[src/rtl/bridge_keys_pkg.sv]
// Shared constants for the Bridge Companion button-to-ps2_key bridge:
// button count, scancode table and emitter state encoding.
package bridge_keys_pkg;

    localparam int NUM_BRIDGE_BTN = 12;

    typedef enum logic [0:0] {
        IDLE = 1'b0,
        GAP  = 1'b1
    } emit_state_e;

    // Index order matches the keyboard decoder's `inputs` vector; unknown indices emit 00.
    function automatic logic [7:0] bridge_code(input int idx);
        logic [7:0] code;
        case (idx)
            0:       code = 8'h1C;  // pass
            1:       code = 8'h1A;  // spades
            2:       code = 8'h2A;  // clubs
            3:       code = 8'h2B;  // redouble
            4:       code = 8'h1B;  // no trump
            5:       code = 8'h22;  // hearts / up
            6:       code = 8'h14;  // play yes
            7:       code = 8'h66;  // back
            8:       code = 8'h23;  // double
            9:       code = 8'h21;  // diamonds / down
            10:      code = 8'h16;  // start
            11:      code = 8'h11;  // play no
            default: code = 8'h00;
        endcase
        return code;
    endfunction

endpackage

[src/rtl/sync_fifo.sv]
// Single-clock FIFO with extra-bit read/write pointers and a registered
// occupancy count. Callers never pop when empty nor push when full.
module sync_fifo #(
    parameter int WIDTH = 5,
    parameter int DEPTH = 8
) (
    input  logic                     clk,
    input  logic                     reset_n,
    input  logic                     push_i,
    input  logic [WIDTH-1:0]         wdata_i,
    input  logic                     pop_i,
    output logic [WIDTH-1:0]         rdata_o,
    output logic                     full_o,
    output logic                     empty_o,
    output logic [$clog2(DEPTH):0]   lvl_o
);

    localparam int AW = $clog2(DEPTH);
    localparam logic [AW:0] ONE = (AW+1)'(1);

    logic [WIDTH-1:0] mem_q [DEPTH];
    logic [AW:0]      wr_ptr_q;
    logic [AW:0]      rd_ptr_q;
    logic [AW:0]      lvl_q;

    always_ff @(posedge clk or negedge reset_n) begin
        if (!reset_n) begin
            wr_ptr_q <= '0;
            rd_ptr_q <= '0;
            lvl_q    <= '0;
        end else begin
            if (push_i) wr_ptr_q <= wr_ptr_q + ONE;
            if (pop_i)  rd_ptr_q <= rd_ptr_q + ONE;
            if (push_i && !pop_i)      lvl_q <= lvl_q + ONE;
            else if (pop_i && !push_i) lvl_q <= lvl_q - ONE;
        end
    end

    // Storage carries no reset: contents are only visible behind a valid pointer.
    always_ff @(posedge clk) begin
        if (push_i) mem_q[wr_ptr_q[AW-1:0]] <= wdata_i;
    end

    assign rdata_o = mem_q[rd_ptr_q[AW-1:0]];
    assign empty_o = (wr_ptr_q == rd_ptr_q);
    assign full_o  = (wr_ptr_q[AW] != rd_ptr_q[AW]) && (wr_ptr_q[AW-1:0] == rd_ptr_q[AW-1:0]);
    assign lvl_o   = lvl_q;

endmodule

[src/rtl/joy_to_ps2_key.sv]
// Converts level button states into paced ps2_key toggle words: edge detect,
// lowest-index-first event queueing, and a gap-timed emitter.
module joy_to_ps2_key
    import bridge_keys_pkg::*;
#(
    parameter int NUM_BTN    = NUM_BRIDGE_BTN,
    parameter int FIFO_DEPTH = 8,
    parameter int GAP_CYCLES = 16
) (
    input  logic                          clk,
    input  logic                          reset_n,
    input  logic [NUM_BTN-1:0]            btn,
    output logic [10:0]                   ps2_key,
    output logic                          busy,
    output logic [$clog2(FIFO_DEPTH):0]   fifo_lvl,
    output emit_state_e                   dbg_state
);

    localparam int IW = (NUM_BTN > 1) ? $clog2(NUM_BTN) : 1;
    localparam int EW = IW + 1;
    localparam int GW = (GAP_CYCLES > 1) ? $clog2(GAP_CYCLES) : 1;
    localparam logic [GW-1:0] GAP_LOAD = GW'(GAP_CYCLES - 1);

    logic [NUM_BTN-1:0] btn_s_q, btn_last_q, btn_last_d, diff;
    logic [IW-1:0]      enc_idx;
    logic               enc_hit;
    logic               push, pop;
    logic               fifo_full, fifo_empty;
    logic [EW-1:0]      wr_data, rd_data;

    emit_state_e        state_q, state_d;
    logic [GW-1:0]      gap_cnt_q, gap_cnt_d;
    logic [10:0]        ps2_key_q, ps2_key_d;

    assign diff = btn_s_q ^ btn_last_q;

    // Lowest pending index wins; higher ones wait for later cycles.
    always_comb begin
        enc_idx = '0;
        enc_hit = 1'b0;
        for (int i = NUM_BTN - 1; i >= 0; i--) begin
            if (diff[i]) begin
                enc_idx = IW'(i);
                enc_hit = 1'b1;
            end
        end
    end

    assign push    = enc_hit & ~fifo_full;
    assign wr_data = {enc_idx, btn_s_q[enc_idx]};

    always_comb begin
        btn_last_d = btn_last_q;
        if (push) btn_last_d[enc_idx] = btn_s_q[enc_idx];
    end

    always_ff @(posedge clk or negedge reset_n) begin
        if (!reset_n) begin
            btn_s_q    <= '0;
            btn_last_q <= '0;
        end else begin
            btn_s_q    <= btn;
            btn_last_q <= btn_last_d;
        end
    end

    sync_fifo #(
        .WIDTH (EW),
        .DEPTH (FIFO_DEPTH)
    ) u_fifo (
        .clk     (clk),
        .reset_n (reset_n),
        .push_i  (push),
        .wdata_i (wr_data),
        .pop_i   (pop),
        .rdata_o (rd_data),
        .full_o  (fifo_full),
        .empty_o (fifo_empty),
        .lvl_o   (fifo_lvl)
    );

    always_ff @(posedge clk or negedge reset_n) begin
        if (!reset_n) begin
            state_q   <= IDLE;
            gap_cnt_q <= '0;
            ps2_key_q <= '0;
        end else begin
            state_q   <= state_d;
            gap_cnt_q <= gap_cnt_d;
            ps2_key_q <= ps2_key_d;
        end
    end

    // GAP is left as the counter reaches zero so toggles land exactly GAP_CYCLES apart.
    always_comb begin
        state_d = state_q;
        case (state_q)
            IDLE:    if (!fifo_empty) state_d = (GAP_CYCLES > 1) ? GAP : IDLE;
            GAP:     if (gap_cnt_q <= GW'(1)) state_d = IDLE;
            default: state_d = IDLE;
        endcase
    end

    always_comb begin
        pop       = 1'b0;
        ps2_key_d = ps2_key_q;
        gap_cnt_d = gap_cnt_q;
        case (state_q)
            IDLE: begin
                if (!fifo_empty) begin
                    pop       = 1'b1;
                    ps2_key_d = {~ps2_key_q[10], rd_data[0], 1'b0,
                                 bridge_code(int'(rd_data[EW-1:1]))};
                    gap_cnt_d = GAP_LOAD;
                end
            end
            GAP:     gap_cnt_d = gap_cnt_q - GW'(1);
            default: gap_cnt_d = '0;
        endcase
    end

    assign ps2_key   = ps2_key_q;
    assign busy      = (fifo_lvl != '0) | (state_q != IDLE);
    assign dbg_state = state_q;

endmodule

[config.mk]
export PLATFORM = sky130hd
export DESIGN_NAME = joy_to_ps2_key
export DESIGN_NICKNAME = d
export VERILOG_FILES = /design/src/rtl/bridge_keys_pkg.sv /design/src/rtl/sync_fifo.sv /design/src/rtl/joy_to_ps2_key.sv
export SDC_FILE = /design/constraint.sdc
export NUM_CORES = 1
export LEC_CHECK = 0
export BUFFER_PORTS_ARGS = -buffer_cell sky130_fd_sc_hd__clkbuf_2
export CAP_MARGIN = 15
export CELL_PAD_IN_SITES_DETAIL_PLACEMENT = 1
export CELL_PAD_IN_SITES_GLOBAL_PLACEMENT = 1
export CORE_UTILIZATION = 53
export CTS_CLUSTER_SIZE = 24
export DETAILED_ROUTE_END_ITERATION = 8
export PLACE_DENSITY = 0.86
export SLEW_MARGIN = 15
export SYNTH_ARGS = -nofsm -noshare
export SYNTH_HDL_FRONTEND = slang
export SYNTH_HIERARCHICAL = 1
export SYNTH_SLANG_ARGS = --single-unit
export TNS_END_PERCENT = 30
[constraint.sdc]
create_clock -name clk -period 4.6 [get_ports clk]
set_input_delay 0.92 -clock clk [delete_from_list [all_inputs] [get_ports clk]]
set_output_delay 0.92 -clock clk [all_outputs]
set_load 0.005 [all_outputs]
==> results.cfg <==
[run_status]
status = finished, final reports clean

[global_routing]
antenna_found_initial = 0
grt_max_degree = 51
grt_pass1_vias = 2874
grt_pass1_wl_microns = 15200
grt_util_all_layers_pct = 24.0
grt_overflow = 0

[worst_setup_path]
path_max_fanout = 6
r2r_cells = 10
path_delay_family = simple AND/OR/NAND/NOR gates
crit_path_start_kind = flip-flop
max_stage_delay_ns = 0.73
crit_required_ns = 4.83
end_kind = flip-flop
slowest_stage = nor4_1
cp_cell_sequence = xor2_1 -> nor4_1 -> and2_4 -> a21oi_1 -> ha_1 -> inv_1 -> ha_1 -> or4_1 -> o211ai_1 -> o211ai_1
crit_type = flip-flop to flip-flop
reg2reg_slack_ns = 1.00
r2r-end = u_fifo/lvl_o[3]$_DFFE_PN0P_
critPathBufInv = 1
crit_arrival_ns = 3.83
timing.rr.start = btn_last_q[5]$_DFFE_PN0P_

[timing]
rsz0062_at_grt = no
fin_ws_ns = 1.00
hold_viol = 0
clock_skew_ns = 0.0128
fmax_mhz = 278
fin_crit_sh_pct = 78.2
slew_headroom_pct = 36.6
finalSetupTns_ns = 0
finalMaxSlewViolations = 0
min_period_ns = 3.60
setup_violations = 0
worstMarginPinSlew_ns = 0.951

[synthesis]
synth-seq-cells = 90
synth-main-ff-cell = dfrtp_1
synthMuxAreaShare_pct = 11.3
yosysSeqAreaShare_pct = 56.9
yosys.area_share.simple_pct = 10.8
synth.avg_cell_area_sq_um = 12.8
synth_top_family_by_area = multiplexers
synth_edf_count = 40
postSynthCellCount = 337
synthAdderAreaFrac_pct = 2.50
synth_xor_area_share_pct = 6.51
synth-compound-area-share_pct = 9.24
synth_cell_type_count = 55
yosys_warnings = 13
ys_async_sr_fraction_pct = 55.6
syn_area_sq_um = 4310

[place]
portBuffers = 28
dp_cells = 456
post-dp-hpwl_microns = 6880
place_congestion = 0.831
dp_slack_ns = 1.07

[drt]
ant_nets = 0
wire_per_inst_microns = 19.8
drc_errors = 0
vias_per_cell = 5.94
drt_first_pass_iters = 4
wl_microns = 9340
first_iter_violations = 140
vias = 2803

[run]
drv_cap = 0

[clocking]
post_cts_resized = 0
insertion_delay_ns = 0.36
h-tree-depth = 3
post-cts-setup-buffers = 0
ctsHoldBuffers = 0
cts_buffers = 9
cts_sinks = 90
clk_pin_slew_worst_paths_ns = 0.10
cts_tree = done
cts_root_buffer = clkbuf_8
cts_max_path_buffers = 2

[power_and_ir_drop]
switching_share_pct = 40.5
ir_drop_mv = 0.325
power_density_nw_per_um2 = 766
combPwrFrac_pct = 45.5
power.switching_mw = 1.46
p_leak_nw = 1.89
intPower_mw = 2.15
power_frac_seq_pct = 39.8
pwr-share-clk_pct = 14.7

[final_layout]
num_antenna_cells = 0
fillers = 785
instances_no_fill = 472
area_delta_synth_final_pct = 9.47
drive_above_1_share_pct = 18.9
fin_nets = 387

[floorplanning]
start_util_pct = 55.2
die_area_sq_um = 8490
ioPinCount = 31
fp.dieH_microns = 92.1
placement_rows = 32
core-area_sq_um = 7810
die_w_microns = 92.1

[worst_hold_path]
min_to = ps2_key[10]$_DFFE_PN0P_
hold_class = flip-flop to flip-flop
holdCritStartpoint = ps2_key[10]$_DFFE_PN0P_
hold_depth = 1
-- flip-flops by register name (all words and copies together) (netlist names) --
register	count
u_fifo/mem_q	40
btn_last_q	12
btn_s_q	12
ps2_key	9
gap_cnt_q	4
u_fifo/lvl_o	4
u_fifo/rd_ptr_q	4
u_fifo/wr_ptr_q	4
dbg_state	1
-- per-layer routing --
metal / vias to the layer above / share of wire, % / GRT usage [%]
met3: 25 / 3.6 / 3.90
met4: 0 / 3.5 / 12.2
li1: 1290 / - / -
met1: 1408 / 41 / 28.9
met5: - / 0 / 0
met2: 80 / 52 / 41.6
-- per-stage QoR --
stage / cell area (sq um) / hold WS (ns) / utilization, % / power [mW]
4_1_cts: 4710 / 0.480 / 60.4 / 3.63
3_5_place_dp: 4530 / 0.468 / 58.0 / 3.09
5_1_grt: 4710 / 0.510 / 60.4 / 3.85
2_1_floorplan: 4310 / 0.460 / - / 2.61
3_3_place_gp: 4530 / 0.463 / 58.0 / 2.94
6_report: 4710 / 0.472 / 60.4 / 3.61
-- Yosys cell counts (all sizes together), types with 5 or more instances --
library cell  count  area [sq um]
a21oi            17          88.8
a31oi             6          37.5
buf               5          35.0
clkbuf           10          37.5
dfrtp            50          1250
edfxtp           40          1200
ha                7          87.6
inv              10          37.5
mux2             17           195
mux4             10           263
nand2            25          93.8
nand2b            6          37.5
nand3             6          30.0
nor2             23          86.3
nor2b             6          37.5
nor3             11          55.1
o21ai            13          65.1
xnor2            19           166
xor2             13           114
-- worst max path at each step --
stage,startpoint,cells after the start,endpoint
after floorplan,u_fifo/rd_ptr_q[1]$_DFFE_PN0P_,12,u_fifo/lvl_o[3]$_DFFE_PN0P_
after global routing,u_fifo/rd_ptr_q[1]$_DFFE_PN0P_,12,u_fifo/lvl_o[3]$_DFFE_PN0P_
after global placement,u_fifo/rd_ptr_q[1]$_DFFE_PN0P_,12,u_fifo/lvl_o[3]$_DFFE_PN0P_
after CTS,btn_last_q[5]$_DFFE_PN0P_,10,u_fifo/lvl_o[3]$_DFFE_PN0P_
after detailed placement,u_fifo/rd_ptr_q[1]$_DFFE_PN0P_,12,u_fifo/lvl_o[3]$_DFFE_PN0P_
final,btn_last_q[5]$_DFFE_PN0P_,10,u_fifo/lvl_o[3]$_DFFE_PN0P_
-- cell type report --
cell class | count | area (sq um) | share of cell area (%)
clock buffer | 12 | 135 | 2.87
tap | 102 | 128 | 2.71
timing repair buffer | 31 | 163 | 3.45
clock inverter | 4 | 51.3 | 1.09
inverter | 10 | 37.5 | 0.796
sequential | 90 | 2450 | 52.0
multi-input combinational | 223 | 1750 | 37.1
-- cell families after synthesis --
kind of cell             after synthesis
adder cells (fa/ha/maj)                8
AND/OR/NAND/NOR                       95
buffers and inverters                 25
AO/OA/AOI/OAI                         56
other                                  1
multiplexers                          30
flip-flops                            90
XOR/XNOR                              32
-- power groups by stage --
stage	combinational, mW	sequential (mW)	clock (mW)
4_1_cts	1.65	1.44	0.536
3_5_place_dp	1.63	1.46	0
2_1_floorplan	1.25	1.36	0
5_1_grt	1.81	1.48	0.564
3_3_place_gp	1.52	1.42	0
6_report	1.64	1.44	0.531
-- cells in the final DEF, fill, tap and decap left out, drive strengths merged, types with 2 or more instances in the layout --
cell,n
xnor2,19
nand2b,6
a21oi,17
a211oi,3
nor2,23
o31ai,2
and2,2
or3,2
or2,2
dfrtp,50
mux4,10
nand4,2
a31oi,6
mux2,17
o21a,2
ha,7
nand2,25
nor2b,6
o21ai,13
nand3b,2
inv,11
conb,2
mux2i,3
o211ai,4
xor2,13
nand3,6
a32oi,2
nor3,11
clkbuf,40
buf,3
edfxtp,40
or4,2
nor4,3
Note: power is estimated with default switching activity, not from simulation.
